### src/rtl/spi_txn_arbiter.sv
// spi_txn_arbiter
//
// Shares one SPI controller engine among REQ_CNT requesters. Requests are
// accepted round-robin, one transaction outstanding at a time. For each grant
// the block parallel-loads the engine (data, mode, byte count, chip select),
// runs the transaction until eng_end_txn or an optional timeout, then returns
// read data and error status to the granted requester.
//
// Ports:
//   clk, sync_rst_n        clock, asynchronous active-low reset
//   clk_en                 qualifies every state and register update
//   req_valid/mode/byte_sel/peri/wr_data   per-requester request fields
//   req_grant              one-hot pulse, request accepted and captured
//   rsp_valid/rd_data/err  one-hot completion pulse with data and status
//   busy                   high from grant until the cycle after rsp_valid
//   eng_*                  engine control outputs; eng_end_txn/eng_rd_data inputs
//
// All outputs are registered: each output reflects the decision made in the
// state of the previous enabled cycle, so a pulse holds through clk_en=0 cycles.
module spi_txn_arbiter #(
  parameter int unsigned DATA_WIDTH     = 64,
  parameter int unsigned PERI_CNT       = 4,
  parameter int unsigned REQ_CNT        = 2,
  parameter int unsigned TIMEOUT_CYCLES = 4096,
  localparam int unsigned PeriW         = (PERI_CNT > 1) ? $clog2(PERI_CNT) : 1
) (
  input  logic                          clk,
  input  logic                          sync_rst_n,
  input  logic                          clk_en,
  input  logic [REQ_CNT-1:0]            req_valid,
  input  logic [2*REQ_CNT-1:0]          req_mode,
  input  logic [3*REQ_CNT-1:0]          req_byte_sel,
  input  logic [PeriW*REQ_CNT-1:0]      req_peri,
  input  logic [DATA_WIDTH*REQ_CNT-1:0] req_wr_data,
  output logic [REQ_CNT-1:0]            req_grant,
  output logic [REQ_CNT-1:0]            rsp_valid,
  output logic [DATA_WIDTH-1:0]         rsp_rd_data,
  output logic                          rsp_err,
  output logic                          busy,
  output logic                          eng_wr_en,
  output logic                          eng_start_txn,
  output logic [1:0]                    eng_spi_mode,
  output logic [2:0]                    eng_byte_sel,
  output logic [DATA_WIDTH-1:0]         eng_wr_data,
  output logic [PERI_CNT-1:0]           eng_chip_sel_one_cold,
  input  logic                          eng_end_txn,
  input  logic [DATA_WIDTH-1:0]         eng_rd_data
);

  localparam int unsigned IdxW = (REQ_CNT > 1) ? $clog2(REQ_CNT) : 1;
  localparam int unsigned CntW = (TIMEOUT_CYCLES > 1) ? $clog2(TIMEOUT_CYCLES) : 1;
  localparam logic [IdxW-1:0]  LastIdx  = IdxW'(REQ_CNT - 1);
  localparam logic [IdxW:0]    ReqCntS  = (IdxW + 1)'(REQ_CNT);
  localparam logic [PeriW:0]   PeriCntS = (PeriW + 1)'(PERI_CNT);
  localparam logic [CntW-1:0]  CntLast  = CntW'(TIMEOUT_CYCLES - 1);

  typedef enum logic [1:0] {StIdle, StLoad, StXfer, StResp} state_e;

  state_e                  r_state, w_state_d;
  logic [IdxW-1:0]         r_rr_ptr, w_rr_ptr_d;
  logic [IdxW-1:0]         r_win, w_win_d;
  logic [1:0]              r_mode, w_mode_d;
  logic [2:0]              r_bsel, w_bsel_d;
  logic [PeriW-1:0]        r_peri, w_peri_d;
  logic [DATA_WIDTH-1:0]   r_wdata, w_wdata_d;
  logic [CntW-1:0]         r_cnt, w_cnt_d;
  logic [DATA_WIDTH-1:0]   r_rdata, w_rdata_d;
  logic                    r_err, w_err_d;

  logic [REQ_CNT-1:0]      r_req_grant, w_req_grant_d;
  logic [REQ_CNT-1:0]      r_rsp_valid, w_rsp_valid_d;
  logic [DATA_WIDTH-1:0]   r_rsp_rd_data, w_rsp_rd_data_d;
  logic                    r_rsp_err, w_rsp_err_d;
  logic                    r_busy, w_busy_d;
  logic                    r_eng_wr_en, w_eng_wr_en_d;
  logic                    r_eng_start, w_eng_start_d;
  logic [1:0]              r_eng_mode, w_eng_mode_d;
  logic [2:0]              r_eng_bsel, w_eng_bsel_d;
  logic [DATA_WIDTH-1:0]   r_eng_wdata, w_eng_wdata_d;
  logic [PERI_CNT-1:0]     r_eng_cs, w_eng_cs_d;

  // Round-robin winner: first set request scanning upward from r_rr_ptr.
  logic                    w_found;
  logic [IdxW-1:0]         w_win;
  logic [IdxW:0]           w_scan;

  always_comb begin
    w_found = 1'b0;
    w_win   = '0;
    w_scan  = '0;
    for (int unsigned i = 0; i < REQ_CNT; i++) begin
      w_scan = {1'b0, r_rr_ptr} + (IdxW + 1)'(i);
      if (w_scan >= ReqCntS) w_scan = w_scan - ReqCntS;
      if (!w_found && req_valid[w_scan[IdxW-1:0]]) begin
        w_found = 1'b1;
        w_win   = w_scan[IdxW-1:0];
      end
    end
  end

  logic [1:0]            w_sel_mode;
  logic [2:0]            w_sel_bsel;
  logic [PeriW-1:0]      w_sel_peri;
  logic [DATA_WIDTH-1:0] w_sel_wdata;
  logic                  w_peri_bad;

  assign w_sel_mode  = req_mode[w_win*2 +: 2];
  assign w_sel_bsel  = req_byte_sel[w_win*3 +: 3];
  assign w_sel_peri  = req_peri[w_win*PeriW +: PeriW];
  assign w_sel_wdata = req_wr_data[w_win*DATA_WIDTH +: DATA_WIDTH];
  // Index field may be wide enough to name a peripheral that does not exist.
  assign w_peri_bad  = ({1'b0, w_sel_peri} >= PeriCntS);

  // One-cold chip select for the captured peripheral.
  logic [PERI_CNT-1:0] w_cs_dec;

  always_comb begin
    w_cs_dec = '1;
    for (int unsigned p = 0; p < PERI_CNT; p++) begin
      if (r_peri == PeriW'(p)) w_cs_dec[p] = 1'b0;
    end
  end

  always_comb begin
    w_state_d       = r_state;
    w_rr_ptr_d      = r_rr_ptr;
    w_win_d         = r_win;
    w_mode_d        = r_mode;
    w_bsel_d        = r_bsel;
    w_peri_d        = r_peri;
    w_wdata_d       = r_wdata;
    w_cnt_d         = r_cnt;
    w_rdata_d       = r_rdata;
    w_err_d         = r_err;
    w_req_grant_d   = '0;
    w_rsp_valid_d   = '0;
    w_rsp_rd_data_d = '0;
    w_rsp_err_d     = 1'b0;
    w_eng_wr_en_d   = 1'b0;
    w_eng_start_d   = 1'b0;
    w_eng_mode_d    = r_eng_mode;
    w_eng_bsel_d    = r_eng_bsel;
    w_eng_wdata_d   = r_eng_wdata;
    w_eng_cs_d      = '1;

    unique case (r_state)
      StIdle: begin
        if (w_found) begin
          w_win_d                = w_win;
          w_mode_d               = w_sel_mode;
          w_bsel_d               = w_sel_bsel;
          w_peri_d               = w_sel_peri;
          w_wdata_d              = w_sel_wdata;
          w_rr_ptr_d             = (w_win == LastIdx) ? '0 : w_win + 1'b1;
          w_req_grant_d[w_win]   = 1'b1;
          w_rdata_d              = '0;
          if (w_peri_bad) begin
            w_err_d   = 1'b1;
            w_state_d = StResp;
          end else begin
            w_err_d   = 1'b0;
            w_state_d = StLoad;
          end
        end
      end
      StLoad: begin
        w_eng_wr_en_d = 1'b1;
        w_eng_mode_d  = r_mode;
        w_eng_bsel_d  = r_bsel;
        w_eng_wdata_d = r_wdata;
        w_eng_cs_d    = w_cs_dec;
        w_cnt_d       = '0;
        w_state_d     = StXfer;
      end
      StXfer: begin
        w_eng_start_d = 1'b1;
        w_eng_cs_d    = w_cs_dec;
        // End of transaction wins over a timeout in the same cycle.
        if (eng_end_txn) begin
          w_rdata_d = eng_rd_data;
          w_err_d   = 1'b0;
          w_state_d = StResp;
        end else if ((TIMEOUT_CYCLES != 0) && (r_cnt == CntLast)) begin
          w_rdata_d = '0;
          w_err_d   = 1'b1;
          w_state_d = StResp;
        end else begin
          w_cnt_d = r_cnt + 1'b1;
        end
      end
      StResp: begin
        w_rsp_valid_d[r_win] = 1'b1;
        w_rsp_rd_data_d      = r_rdata;
        w_rsp_err_d          = r_err;
        w_state_d            = StIdle;
      end
      default: w_state_d = StIdle;
    endcase

    // Covers the registered rsp_valid cycle, which lands while the FSM is IDLE.
    w_busy_d = (r_state != StIdle) || (w_state_d != StIdle);
  end

  always_ff @(posedge clk or negedge sync_rst_n) begin
    if (!sync_rst_n) begin
      r_state       <= StIdle;
      r_rr_ptr      <= '0;
      r_win         <= '0;
      r_mode        <= '0;
      r_bsel        <= '0;
      r_peri        <= '0;
      r_wdata       <= '0;
      r_cnt         <= '0;
      r_rdata       <= '0;
      r_err         <= 1'b0;
      r_req_grant   <= '0;
      r_rsp_valid   <= '0;
      r_rsp_rd_data <= '0;
      r_rsp_err     <= 1'b0;
      r_busy        <= 1'b0;
      r_eng_wr_en   <= 1'b0;
      r_eng_start   <= 1'b0;
      r_eng_mode    <= '0;
      r_eng_bsel    <= '0;
      r_eng_wdata   <= '0;
      r_eng_cs      <= '1;
    end else if (clk_en) begin
      r_state       <= w_state_d;
      r_rr_ptr      <= w_rr_ptr_d;
      r_win         <= w_win_d;
      r_mode        <= w_mode_d;
      r_bsel        <= w_bsel_d;
      r_peri        <= w_peri_d;
      r_wdata       <= w_wdata_d;
      r_cnt         <= w_cnt_d;
      r_rdata       <= w_rdata_d;
      r_err         <= w_err_d;
      r_req_grant   <= w_req_grant_d;
      r_rsp_valid   <= w_rsp_valid_d;
      r_rsp_rd_data <= w_rsp_rd_data_d;
      r_rsp_err     <= w_rsp_err_d;
      r_busy        <= w_busy_d;
      r_eng_wr_en   <= w_eng_wr_en_d;
      r_eng_start   <= w_eng_start_d;
      r_eng_mode    <= w_eng_mode_d;
      r_eng_bsel    <= w_eng_bsel_d;
      r_eng_wdata   <= w_eng_wdata_d;
      r_eng_cs      <= w_eng_cs_d;
    end
  end

  assign req_grant             = r_req_grant;
  assign rsp_valid             = r_rsp_valid;
  assign rsp_rd_data           = r_rsp_rd_data;
  assign rsp_err               = r_rsp_err;
  assign busy                  = r_busy;
  assign eng_wr_en             = r_eng_wr_en;
  assign eng_start_txn         = r_eng_start;
  assign eng_spi_mode          = r_eng_mode;
  assign eng_byte_sel          = r_eng_bsel;
  assign eng_wr_data           = r_eng_wdata;
  assign eng_chip_sel_one_cold = r_eng_cs;

endmodule

### config.mk
export PLATFORM = sky130hd
export DESIGN_NAME = spi_txn_arbiter
export DESIGN_NICKNAME = d
export VERILOG_FILES = /design/src/rtl/spi_txn_arbiter.sv
export SDC_FILE = /design/constraint.sdc
export NUM_CORES = 1
export LEC_CHECK = 0
export CORE_MARGIN = 1
export CORE_UTILIZATION = 30
export DETAILED_ROUTE_END_ITERATION = 7
export SYNTH_ARGS = -nofsm -noshare
export SYNTH_HDL_FRONTEND = slang
export SYNTH_SLANG_ARGS = --single-unit
### constraint.sdc
create_clock -name clk -period 3.65 [get_ports clk]
set_input_delay 0.9125 -clock clk [delete_from_list [all_inputs] [get_ports clk]]
set_output_delay 0.9125 -clock clk [all_outputs]
set_load 0.02 [all_outputs]
==> impl_results.md, run 1 <==
* Status: finished clean
* Final Critical Period at 2.60 ns
* Yosys Warn Count at 0
* Max clock buf depth at 3
* Actual slew at the worst max-slew pin at around 1.0 ns
* ANT nets after route at 0
* Unrepaired setup endpoints after global routing: false
* Syn_area_per_cell at ~12 um2
* Area contributors post-synth: dfrtp_1, mux2_2, a22o_1, o21ai_0, nand2_1
* Total power at roughly 12,000 uW
* Finished Cell Area at about 17,000 um2
* DRT Pass-1 Iters at 5
* Post-synth top cells: dfrtp_1, nand2_1, o21ai_0
* Fillers at 3,657
* Synth Instances at about 1,000
* Chip Width at 202 um
* Core ar. at 39,000 um2
* Leakage Power at 0.00756 uW
* Initial Util at 30.7%
* Final setup vio count at 0
* Crit-path cells: clkdlybuf4s50_1
* CP max stage cell: clkdlybuf4s50_1
* Worst-skew pair later-pin latency at approximately 0.52 ns
* #FFs+latches synth at 297
* Buf+Inv Stages, Crit Path at 1
* Vias after detailed routing at 9,085
* Crit Path Category: reg -> out
* GRT Total Usage at 16.4%
* Fin Setup TNS at 0 ns
* Crit path launch type: flip-flop
* Final WL at 33,200 um
* H-tree Lvls at 2
* Worst VDD drop at roughly 0.5 mV
* CTS tree: done
* DR WL met3 at 3020 um
* Sequential-to-total area share from yosys stat at 62.1%
* Post_cts resized at 0
* Grt ovf at 0
* Rel. slew slack at 30.8%
* Die area at roughly 40,000 um2
* Largest net degree at the start of global routing at 98
* Most frequent cell after synthesis: dfrtp_1
* Highest Signal Layer: met4
* Synthesized area at 12,000 um2
* Residual DRC at 0
* Critical Path AT at 1.69 ns
* Number of clock sinks at 297
* Async S/R FF share, synth at 100%
* Chip height at 202 um
* Antenna violations before repair at 1
* Clock Skews at 0.0181 ns
* Vias in the first global route at 9,405
* Max-slew violation count at 0
* First-pass GRT wire length at between 50,000 and 60,000 um
* Port Buffers at roughly 360
* Area grow syn2layout at 43.5%
* Gp weighted congestion at 0.796
* # hold bufs at CTS at 0
* CP endpoint kind: primary output
* M1 wire length at about 14,000 um
* Cts bufs inserted at 35
* Max incr delay on CP at 0.63 ns
* Pwr Density at about 710 nW/um2
* Share of layout cells above drive strength 1 at 11.4%
* Root Buffer: clkbuf_16
* WL per Instance at 17.4 um
* Initial DRC count at 452
* Top-area cell type share of the netlist area at 61.3%
* Hold WC Path Type: in -> async
* Peak Freq at 385 MHz
* Setup repair bufs after CTS at 0
* Rows at 72
* Met2 WL post-DR at approximately 15,000 um
* Crit-path leading delay family: buffers and inverters
* # IOs at 357
* Post-synth top area cell: dfrtp_1
* Placed inst area at roughly 16,000 um2
* Fin nets at 1,588
* Worst Path Max Fanout at 2
* Final count of hold timing violations at 0
* Clk slew on worst S/H paths at 0.06 ns
* Number of synthesized flops with an enable pin at 0
* Number of distinct library cells after synthesis at 48
* Worst EP required at 2.74 ns
* Max-Cap Viols at 0
* Ys flop type: dfrtp_1
* DR vias/cell at 4.76
* DP Wirelength at 22,000 um
* Crit share post-route at 71.2%
* Synth Net Count at between 1,000 and 1,500
[metrics by stage]
| step | cells | hold WS (ns) | util, % | setup WS (ns) |
|---|---|---|---|---|
| 2_1_floorplan | 1029 | 0.446 | - | 1.60 |
| 6_report | 1908 | 0.423 | 44.0 | 1.05 |
| 5_1_grt | 1907 | 0.451 | 44.0 | 0.897 |
| 3_3_place_gp | 1852 | 0.459 | 41.3 | 0.590 |
| 3_5_place_dp | 1852 | 0.466 | 41.3 | 0.515 |
| 4_1_cts | 1907 | 0.424 | 44.0 | 0.994 |
[cells by family (layout without fill, tap and decap cells)]
kind of cell	after synthesis	after routing	synth area share [%]
flip-flops	297	297	62.1
buffers and inverters	144	504	5.20
AND/OR/NAND/NOR	239	239	9.26
adder cells (fa/ha/maj)	5	5	0.523
multiplexers	94	94	8.59
AO/OA/AOI/OAI	250	250	14.3
other	0	1	0
[layout make-up]
cell class / instances / area (um2) / share of cell area, %
clock buffers: 47 / 941 / 5.48
clock inverters: 8 / 125 / 0.728
diodes: 1 / 2.50 / 0.0146
well taps: 518 / 648 / 3.77
flip-flops and latches: 297 / 7440 / 43.3
multi-input cells: 588 / 3940 / 22.9
repair buffers: 375 / 3810 / 22.2
inverters: 74 / 278 / 1.62
[cell usage in the layout (no fill, tap or decap), types with 11 or more instances in the layout]
cell,n
a22o_1,64
a22oi_1,47
a21oi_1,11
clkdlybuf4s50_1,354
nand3_1,71
o21ai_0,98
inv_1,74
dfrtp_1,293
buf_4,12
clkbuf_16,35
nand2_1,127
mux2i_1,24
mux2_2,70
[per-layer routing]
| layer | global-route usage, % | vias to the layer above |
|---|---|---|
| li1 | - | 4273 |
| met2 | 25.5 | 302 |
| met5 | 0 | - |
| met1 | 20.9 | 4466 |
| met3 | 5.96 | 44 |
| met4 | 5.60 | 0 |
[sequential cells by signal, summed over array words and instances (netlist names), 3 cells and up]
name                   count
eng_wr_data               64
r_cnt                     12
eng_chip_sel_one_cold      4
r_bsel                     3
rsp_rd_data               64
r_wdata                   64
r_rdata                   64
eng_byte_sel               3
[path summary, 6_finish.rpt]
check                                              start                       end  slack, ns  cells past startpoint
worst max-delay path            eng_chip_sel_one_cold[3]  eng_chip_sel_one_cold[3]       1.05                      1
worst min-delay path                          sync_rst_n           rsp_rd_data[16]       0.42                      1
worst max register to register                  r_cnt[0]               r_rdata[16]       1.12                      6
worst min register to register                 r_bsel[0]                 r_bsel[0]       0.47                      2
max in group asynchronous                     sync_rst_n  eng_chip_sel_one_cold[0]       2.38                      2
min in group clk                               r_bsel[0]                 r_bsel[0]       0.47                      2
[where the power goes]
part / total (uW) / switching (uW) / internal [uW]
Combinational: 3900 / 1970 / 1930
Clock: 3330 / 1320 / 2010
Sequential: 4940 / 575 / 4370
Total: 12200 / 3860 / 8310
(Power assumes the default switching activity.)
==> run 2, diff against run 1 <==
==> constraint.sdc (replaced) <==
create_clock -name clk -period 2.7 [get_ports clk]
set_input_delay 0.675 -clock clk [delete_from_list [all_inputs] [get_ports clk]]
set_output_delay 0.675 -clock clk [all_outputs]
set_load 0.02 [all_outputs]
==> run 2 against run 1 <==
  * Sequential cell count stayed put
  * Count of clock-buffer cells in the layout rose by 4
  * Routed wire length decreased by 0.37%
  * Die area unchanged
  * Worst hold slack got worse by 0.39 ns
  * Worst setup slack got worse by 0.73 ns
  * Global-route usage barely moved
  * Utilization increased by 0.83 points
  * Via count decreased by 0.64%
  * Critical path depth stayed put
  * Cell count up 0.94%
  * Sequential power up 35%
  * Largest cell class unchanged
==> impl_results.md, run 2 (synthesized netlist as in run 1, its figures left out) <==
* Status: finished clean (unchanged)
* Max-Cap Viols at 0 (unchanged)
* Final WL at 33,000 um (was 33,200 um)
* Residual DRC at 0 (unchanged)
* Leakage Power at 0.00773 uW (was 0.00756 uW)
* DR vias/cell at 4.69 (was 4.76)
* Most frequent cells in the layout: clkdlybuf4s50_1, dfrtp_1, nand2_1 (unchanged)
* CP endpoint kind: primary output (unchanged)
* Peak Freq at 421 MHz
* Actual slew at the worst max-slew pin at 0.909 ns (was 1.04 ns)
* Port Buffers at 356 (unchanged)
* Clk slew on worst S/H paths at 0.06 ns (about the same)
* Util after Layout at 44.9% (was 44.0%)
* Chip height at 202 um (unchanged)
* Chip Width at 202 um (unchanged)
* Fin Setup TNS at 0 ns (unchanged)
* Area grow syn2layout at 46.2% (was 43.5%)
* Initial DRC count at 365 (was 452)
* Most common cell after layout, fill and taps aside: clkdlybuf4s50_1 (unchanged)
* CTS tree: done (unchanged)
* ANT nets after route at 0 (unchanged)
* RR Startpoint: r_state[0] (was r_cnt[0])
* WL per Instance at 17.2 um (was 17.4 um)
* DRT Pass-1 Iters at 4 (was 5)
* Crit share post-route at 88.0%
* First-pass GRT wire length at 52,700 um (was 52,500 um)
* Critical Path AT at 1.70 ns (was 1.69 ns)
* Buf+Inv Stages, Crit Path at 1 (unchanged)
* Root Buffer: clkbuf_16 (unchanged)
* Worst Path Max Fanout at 2 (unchanged)
* Die area at 40,700 um2 (unchanged)
* Rows at 72 (unchanged)
* Final Critical Period at approximately 2.4 ns
* Fin nets at 1,598 (was 1,588)
* Worst EP required at 2.03 ns (was 2.74 ns)
* H-tree Lvls at 2 (unchanged)
* Max incr delay on CP at 0.64 ns (was 0.63 ns)
* Worst-skew pair later-pin latency at 0.54 ns (was 0.52 ns)
* Clock Skews at 0.0189 ns (was 0.0181 ns)
* Pwr Density at 973 nW/um2 (was 708 nW/um2)
* Largest net degree at the start of global routing at 104 (was 98)
* Worst VDD drop at 0.617 mV (was 0.500 mV)
* Max clock buf depth at 3 (unchanged)
* Critical Path Sink: eng_chip_sel_one_cold[3] (unchanged)
* Share of layout cells above drive strength 1 at 12.9% (was 11.4%)
* Initial Util at 30.7% (unchanged)
* Max-slew violation count at 0 (unchanged)
* Crit path launch type: flip-flop (unchanged)
* Cts bufs inserted at 36 (was 35)
* Number of clock sinks at 297 (unchanged)
* Setup repair bufs after CTS at 0 (unchanged)
* CP max stage cell: clkdlybuf4s50_1 (unchanged)
* Crit-path cells: clkdlybuf4s50_1 (unchanged)
* R2r setup slk at 0.35 ns (was 1.12 ns)
* Crit-path leading delay family: buffers and inverters (unchanged)
* # IOs at 357 (unchanged)
* CP Depth at 1 (unchanged)
* Final setup vio count at 0 (unchanged)
* Reg2Reg Capture Point: r_rdata[36] (was r_rdata[16])
* Final count of hold timing violations at 0 (unchanged)
* Vias after detailed routing at 9,027 (was 9,085)
* Grt ovf at 0 (unchanged)
* Gp weighted congestion at 0.781 (was 0.796)
* Fillers at 3,612 (was 3,657)
* Hold WC Path Type: in -> async (unchanged)
* Area of the multi-input gates at 3940 um2 (unchanged)
* Post_cts resized at 0 (unchanged)
* Crit Path Category: reg -> out (unchanged)
* Rel. slew slack at 39.4% (was 30.8%)
* # hold bufs at CTS at 0 (unchanged)
* Core ar. at 39,000 um2 (unchanged)
* Antenna violations before repair at 1 (unchanged)
* Vias in the first global route at 9,414 (was 9,405)
* Setup crit start: eng_chip_sel_one_cold[3] (unchanged)
* Unrepaired setup endpoints after global routing: false (unchanged)
* Worst r2r path cells at 7 (was 6)
* GRT Total Usage at 16.3% (was 16.4%)
* FF/Latch Area at 7440 um2 (unchanged)
* DP Wirelength at 22,500 um (was 22,000 um)
==> run 2: per-stage QoR <==
| stage | total power, uW | cell area (um2) | hold slack [ns] | setup slack, ns | cells |
|---|---|---|---|---|---|
| after floorplan | 9660 | 12000 | 0.379 | 0.804 | 1029 |
| after global placement | 12100 | 16300 | 0.456 | 0.227 | 1861 |
| after global routing | 18000 | 17500 | 0.0643 | 0.196 | 1925 |
| final | 17000 | 17500 | 0.0372 | 0.324 | 1926 |
| after CTS | 17300 | 17500 | 0.0303 | 0.284 | 1925 |
| after detailed placement | 12200 | 16300 | 0.468 | 0.166 | 1861 |
==> run 2: how the worst min path moves through the flow <==
| stage | from | end | depth (start not counted) | slack [ns] |
|---|---|---|---|---|
| 4_1_cts | sync_rst_n | rsp_rd_data[19] | 1 | 0.03 |
| 3_3_place_gp | r_wdata[3] | r_wdata[3] | 2 | 0.46 |
| 6_report | sync_rst_n | rsp_rd_data[19] | 1 | 0.04 |
| 2_1_floorplan | sync_rst_n | busy | 0 | 0.38 |
| 3_5_place_dp | r_wdata[12] | r_wdata[12] | 2 | 0.47 |
| 5_1_grt | sync_rst_n | rsp_rd_data[19] | 1 | 0.06 |
==> run 2: layout make-up <==
type,count,share of cell area (%)
sequential,297,42.5
timing repair buffer,384,22.7
multi-input combinational,588,22.5
clock buffer,51,6.16
tap,518,3.70
inverter,74,1.59
clock inverter,13,0.894
antenna,1,0.0143
==> run 2: routing by layer <==
metal / GRT usage (%) / up-vias / part of all wire [%]
li1: - / 4301 / -
met1: 21.2 / 4413 / 44
met2: 26.0 / 278 / 47
met3: 5.44 / 35 / 8.3
met4: 4.52 / 0 / 1.6
met5: 0 / - / 0
==> run 2: power breakdown <==
part	total, uW	switching, uW	internal [uW]
Clock	4980	1900	3080
Sequential	6690	790	5900
Combinational	5350	2640	2700
Total	17000	5340	11700
==> run 3, diff against run 2 <==
--- a/config.mk
+++ b/config.mk
@@ -5,9 +5,9 @@
 export SDC_FILE = /design/constraint.sdc
 export NUM_CORES = 1
 export LEC_CHECK = 0
-export CORE_MARGIN = 1
 export CORE_UTILIZATION = 30
 export DETAILED_ROUTE_END_ITERATION = 7
+export PLACE_DENSITY = 0.65
 export SYNTH_ARGS = -nofsm -noshare
 export SYNTH_HDL_FRONTEND = slang
 export SYNTH_SLANG_ARGS = --single-unit
==> run 3 against run 2 <==
  * Register-to-register slack about the same
  * First-iteration DRC count up 3.0%
  * Non-clock buffer count shrank 2
  * Largest power group unchanged
  * Sequential cell count did not move
  * Sequential power is essentially flat
  * Utilization shrank 0.32 points
  * Critical path depth unchanged
==> impl_results.md, run 3 (synthesized netlist as in run 1, its figures left out) <==
* M1 wire length at 14,400 um (about the same)
* Antenna violations before repair at 1 (unchanged)
* Most frequent cells in the layout: clkdlybuf4s50_1, dfrtp_1, nand2_1 (unchanged)
* Switch share at 31.7% (was 31.3%)
* Fillers at 3,650 (was 3,612)
* Root Buffer: clkbuf_16 (unchanged)
* Leakage Power at 0.00767 uW (was 0.00773 uW)
* NetSw at 5320 uW (was 5340 uW)
* Die area at 40,700 um2 (unchanged)
* Worst VDD drop at 0.540 mV (was 0.617 mV)
* Max clock buf depth at 3 (unchanged)
* Most common cell after layout, fill and taps aside: clkdlybuf4s50_1 (unchanged)
* # hold bufs at CTS at 0 (unchanged)
* Final setup vio count at 0 (unchanged)
* Met2 WL post-DR at 15,000 um (was 15,400 um)
* Clk slew on worst S/H paths at 0.05 ns (was 0.06 ns)
* Final count of hold timing violations at 0 (unchanged)
* ANT nets after route at 0 (unchanged)
* Cts bufs inserted at 35 (was 36)
* Final WL at 33,000 um (about the same)
* Unrepaired setup endpoints after global routing: false (unchanged)
* Status: finished clean (unchanged)
* Chip height at 202 um (unchanged)
* Crit-path cells: clkdlybuf4s50_1 (unchanged)
* Clock Skews at 0.0237 ns (was 0.0189 ns)
* # IOs at 357 (unchanged)
* Final Critical Period at 2.37 ns (was 2.38 ns)
* Hold WC Path Type: in -> async (unchanged)
* Placement Setup Slack at 0.0752 ns (was 0.166 ns)
* Port Buffers at 356 (unchanged)
* Worst Path Max Fanout at 2 (unchanged)
* Crit share post-route at 87.8% (was 88.0%)
* Vias after detailed routing at 9,191 (was 9,027)
* Logic pwr share at 31.9% (was 31.4%)
* Gp weighted congestion at 0.793 (was 0.781)
* Crit-path leading delay family: buffers and inverters (unchanged)
* Max incr delay on CP at 0.64 ns (about the same)
* Post_cts resized at 0 (unchanged)
* Vias in the first global route at 9,492 (was 9,414)
* Initial Util at 30.7% (unchanged)
* First-pass GRT wire length at 52,200 um (was 52,700 um)
* Core ar. at 39,000 um2 (unchanged)
* Number of clock sinks at 297 (unchanged)
* Highest Signal Layer: met4 (unchanged)
* DR WL met3 at 2730 um (was 2740 um)
* WL per Instance at 17.2 um (about the same)
* Share of layout cells above drive strength 1 at 12.5% (was 12.9%)
* Clk pwr share at 28.1% (was 29.3%)
* DRT Pass-1 Iters at 4 (unchanged)
* GRT Total Usage at 16.2% (was 16.3%)
* CP max stage cell: clkdlybuf4s50_1 (unchanged)
* Initial DRC count at 376 (was 365)
* Residual DRC at 0 (unchanged)
* DR vias/cell at 4.79 (was 4.69)
* Critical Path AT at 1.69 ns (was 1.70 ns)
* Pwr Density at 965 nW/um2 (was 973 nW/um2)
* Flop pwr share at 40.0% (was 39.3%)
* DP Wirelength at 22,400 um (was 22,500 um)
* Actual slew at the worst max-slew pin at 0.868 ns (was 0.909 ns)
* Grt ovf at 0 (unchanged)
* CP endpoint kind: primary output (unchanged)
* Setup repair bufs after CTS at 0 (unchanged)
* R2r setup slk at 0.35 ns (about the same)
* Fin Setup TNS at 0 ns (unchanged)
* Rel. slew slack at 42.2% (was 39.4%)
* Worst EP required at 2.03 ns (about the same)
* Crit path launch type: flip-flop (unchanged)
* Worst setup margin at 0.330 ns (was 0.324 ns)
* Finished Cell Area at 17,400 um2 (was 17,500 um2)
* Worst-skew pair later-pin latency at 0.54 ns (about the same)
* Buf+Inv Stages, Crit Path at 1 (unchanged)
* Largest net degree at the start of global routing at 99 (was 104)
* Internal power at 11,400 uW (was 11,700 uW)
* Util after Layout at 44.5% (was 44.9%)
* Fin nets at 1,595 (was 1,598)
* Max-slew violation count at 0 (unchanged)
* Max-Cap Viols at 0 (unchanged)
* H-tree Lvls at 2 (unchanged)
* Rows at 72 (unchanged)
* Area grow syn2layout at 45.2% (was 46.2%)
* Placed inst area at 16,200 um2 (was 16,300 um2)
* Crit Path Category: reg -> out (unchanged)
* CTS tree: done (unchanged)
* Chip Width at 202 um (unchanged)
* Peak Freq at 422 MHz (was 421 MHz)
-- run 3: cell count changes in the layout (fill, tap and decap cells not counted) --
| cell | previous run | this run |
|---|---|---|
| buf_12 | 15 | 13 |
| bufinv_16 | 3 | 2 |
| clkbuf_16 | 37 | 36 |
| clkbuf_8 | 10 | 8 |
| clkinv_2 | 5 | 7 |
| clkinv_8 | 0 | 1 |
| clkinvlp_4 | 2 | 1 |
| inv_6 | 3 | 1 |
| nand2b_1 | 1 | 2 |
| nand2b_2 | 1 | 0 |
-- run 3: routing by layer --
metal / up-vias / global-route usage (%)
met1: 4519 / 21.3
met5: - / 0
met3: 53 / 5.77
met4: 0 / 5.22
li1: 4300 / -
met2: 319 / 24.8
-- run 3: power groups by stage --
| stage | registers [uW] | logic, uW | clock network [uW] |
|---|---|---|---|
| after CTS | 6720 | 5430 | 4880 |
| after global routing | 6900 | 5800 | 5040 |
| final | 6710 | 5350 | 4710 |
| after global placement | 6730 | 5320 | 0 |
| after floorplan | 7290 | 2370 | 0 |
| after detailed placement | 6770 | 5410 | 0 |
-- run 3: cell type report --
type	instances	area [um2]	area share, %
antenna	1	2.50	0.0144
clock buffer	48	1030	5.90
clock inverter	12	128	0.734
inverter	74	278	1.60
multi-input combinational	588	3930	22.6
sequential	297	7440	42.8
tap	518	648	3.73
timing repair buffer	382	3920	22.6
-- run 3: path summary, 6_finish.rpt --
| path | start | to | cells after the start |
|---|---|---|---|
| worst max register to register | r_state[0] | r_rdata[17] | 7 |
| worst min register to register | r_wdata[3] | r_wdata[3] | 2 |
| min in group clk | r_wdata[3] | r_wdata[3] | 2 |
| worst max-delay path | eng_chip_sel_one_cold[1] | eng_chip_sel_one_cold[1] | 1 |
| worst min-delay path | sync_rst_n | r_rdata[14] | 1 |
| max in group asynchronous | sync_rst_n | rsp_rd_data[9] | 2 |
-- run 3: per-stage QoR --
step / std cells / power, uW / hold slack (ns)
after floorplan: 1029 / 9660 / 0.379
after global placement: 1859 / 12000 / 0.458
after detailed placement: 1859 / 12200 / 0.466
after CTS: 1919 / 17000 / 0.0847
after global routing: 1919 / 17700 / 0.117
final: 1920 / 16800 / 0.115
==> variant: new RTL, flow settings as in run 2 <==
Register the input `req_mode` before use, without a reset. The logic sees it one clock later. The other inputs are not delayed to match.
--- a/src/rtl/spi_txn_arbiter.sv
+++ b/src/rtl/spi_txn_arbiter.sv
@@ -56,6 +56,12 @@
 
   typedef enum logic [1:0] {StIdle, StLoad, StXfer, StResp} state_e;
 
+  logic [2*REQ_CNT-1:0] req_mode_q;
+
+  always_ff @(posedge clk) begin
+    req_mode_q <= req_mode;
+  end
+
   state_e                  r_state, w_state_d;
   logic [IdxW-1:0]         r_rr_ptr, w_rr_ptr_d;
   logic [IdxW-1:0]         r_win, w_win_d;
@@ -104,7 +110,7 @@
   logic [DATA_WIDTH-1:0] w_sel_wdata;
   logic                  w_peri_bad;
 
-  assign w_sel_mode  = req_mode[w_win*2 +: 2];
+  assign w_sel_mode  = req_mode_q[w_win*2 +: 2];
   assign w_sel_bsel  = req_byte_sel[w_win*3 +: 3];
   assign w_sel_peri  = req_peri[w_win*PeriW +: PeriW];
   assign w_sel_wdata = req_wr_data[w_win*DATA_WIDTH +: DATA_WIDTH];
Behaviour: not the same (Yosys sat finds a counterexample within 4 cycles, from zero or initial values and one cycle with sync_rst_n low).
==> variant against run 2 <==
- setup slack lost 22 ps
- sequential cell count grew 4
- largest power group unchanged
- synthesized area grew 0.71%
- maximum frequency shrank 0.91%
- sequential share of layout area grew 0.42 points
- critical endpoint is now eng_chip_sel_one_cold[1]
- routed wire length grew 2.6%
- power grew 0.71%
- design area is essentially flat
==> variant: results (changes against run 2) <==
vias in the first global route=9498 (+0.89%); vias=9216 (+2.1%); drt initial violations=484 (+33%); Post-CTS Hold Buffers=1 (+1); syn_area_per_cell=11.7 µm² (+0.52%); Net Count, Synth=1248 (+0.16%); pin count of the biggest net entering global routing=92 (-12%); Detailed Routing Iterations Pass 1=5 (+1); Max VDD drop=0.556 mV (-10%); R2R setup slack=520 ps (+170 ps); vias per inst=4.77 (+1.8%); met1 WL=14600 µm (+1.1%); layout cells sized above 1=12.4% (-0.56 points); Worst Setup EP=eng_chip_sel_one_cold[1]; slew at the pin closest to its max-slew limit=856 ps (-53.2 ps); M3 GR Usage=5.58% (+0.14 points); met2 Use GR=26.2% (+0.18 points); most frequent cells after synthesis=293 x dfrtp_1, 128 x nand2_1, 96 x o21ai_0; Detail Route met2 WL=15600 µm (+1.3%); register area share after synthesis=62.4% (+0.23 points); r2r startpoint=r_cnt[0]; Hold WS=475 ps (+438 ps); routed wire length=33900 µm (+2.6%); FILL cells=3761 (+4.1%); Detailed Place HPWL=22200 µm (-1.3%); Area contributors post-synth=dfrtp_1 61%, mux2_2 6.5%, a22o_1 4.7%; grt met1 use=20.9% (-0.27 points); status=finished clean; ys async rst share=98.7% (-1.3 points); post-placement cell count=1865 (+0.21%); Yosys cell types=47 (-2.1%); leakage=0.00772 µW (about the same); critical path launch point=eng_chip_sel_one_cold[1]; pre-CTS setup slack=254 ps (+87.8 ps); worst r2r dst=r_rdata[0]; metal3 WL=2920 µm (+6.7%); fin crit share=88.8% (+0.81 points); Placed Area=16300 µm² (about the same); Hold Path Class=register to register; critical path arrival=1720 ps (+20 ps)
==> variant: cell types whose count changed after synthesis, sizes merged, moves of 2 or more <==
cell | run 2 | this run
buf | 40 | 42
mux2i | 24 | 26
nand4 | 2 | 4
dfxtp | 0 | 4
clkbuf | 30 | 26
o21ai | 100 | 98
==> variant: layout make-up <==
class                   count  share of cell area [%]
clock buffers              57                    6.53
inverters                  74                    1.59
flip-flops and latches    301                    42.9
multi-input cells         588                    22.5
well taps                 525                    3.75
diodes                      1                  0.0143
clock inverters             8                   0.564
repair buffers            378                    22.1
==> variant: power by group <==
part / internal, µW / total [µW] / switching (µW)
logic: 2650 / 5310 / 2660
registers: 5970 / 6770 / 804
clock network: 3100 / 5060 / 1950
total: 11700 / 17100 / 5410
==> variant: cell families after synthesis <==
logic type / synth area share, %
multiplexers: 8.70
flip-flops: 62.4
buffers and inverters: 5.12
AO/OA/AOI/OAI: 13.9
adder cells (fa/ha/maj): 0.519
AND/OR/NAND/NOR: 9.35
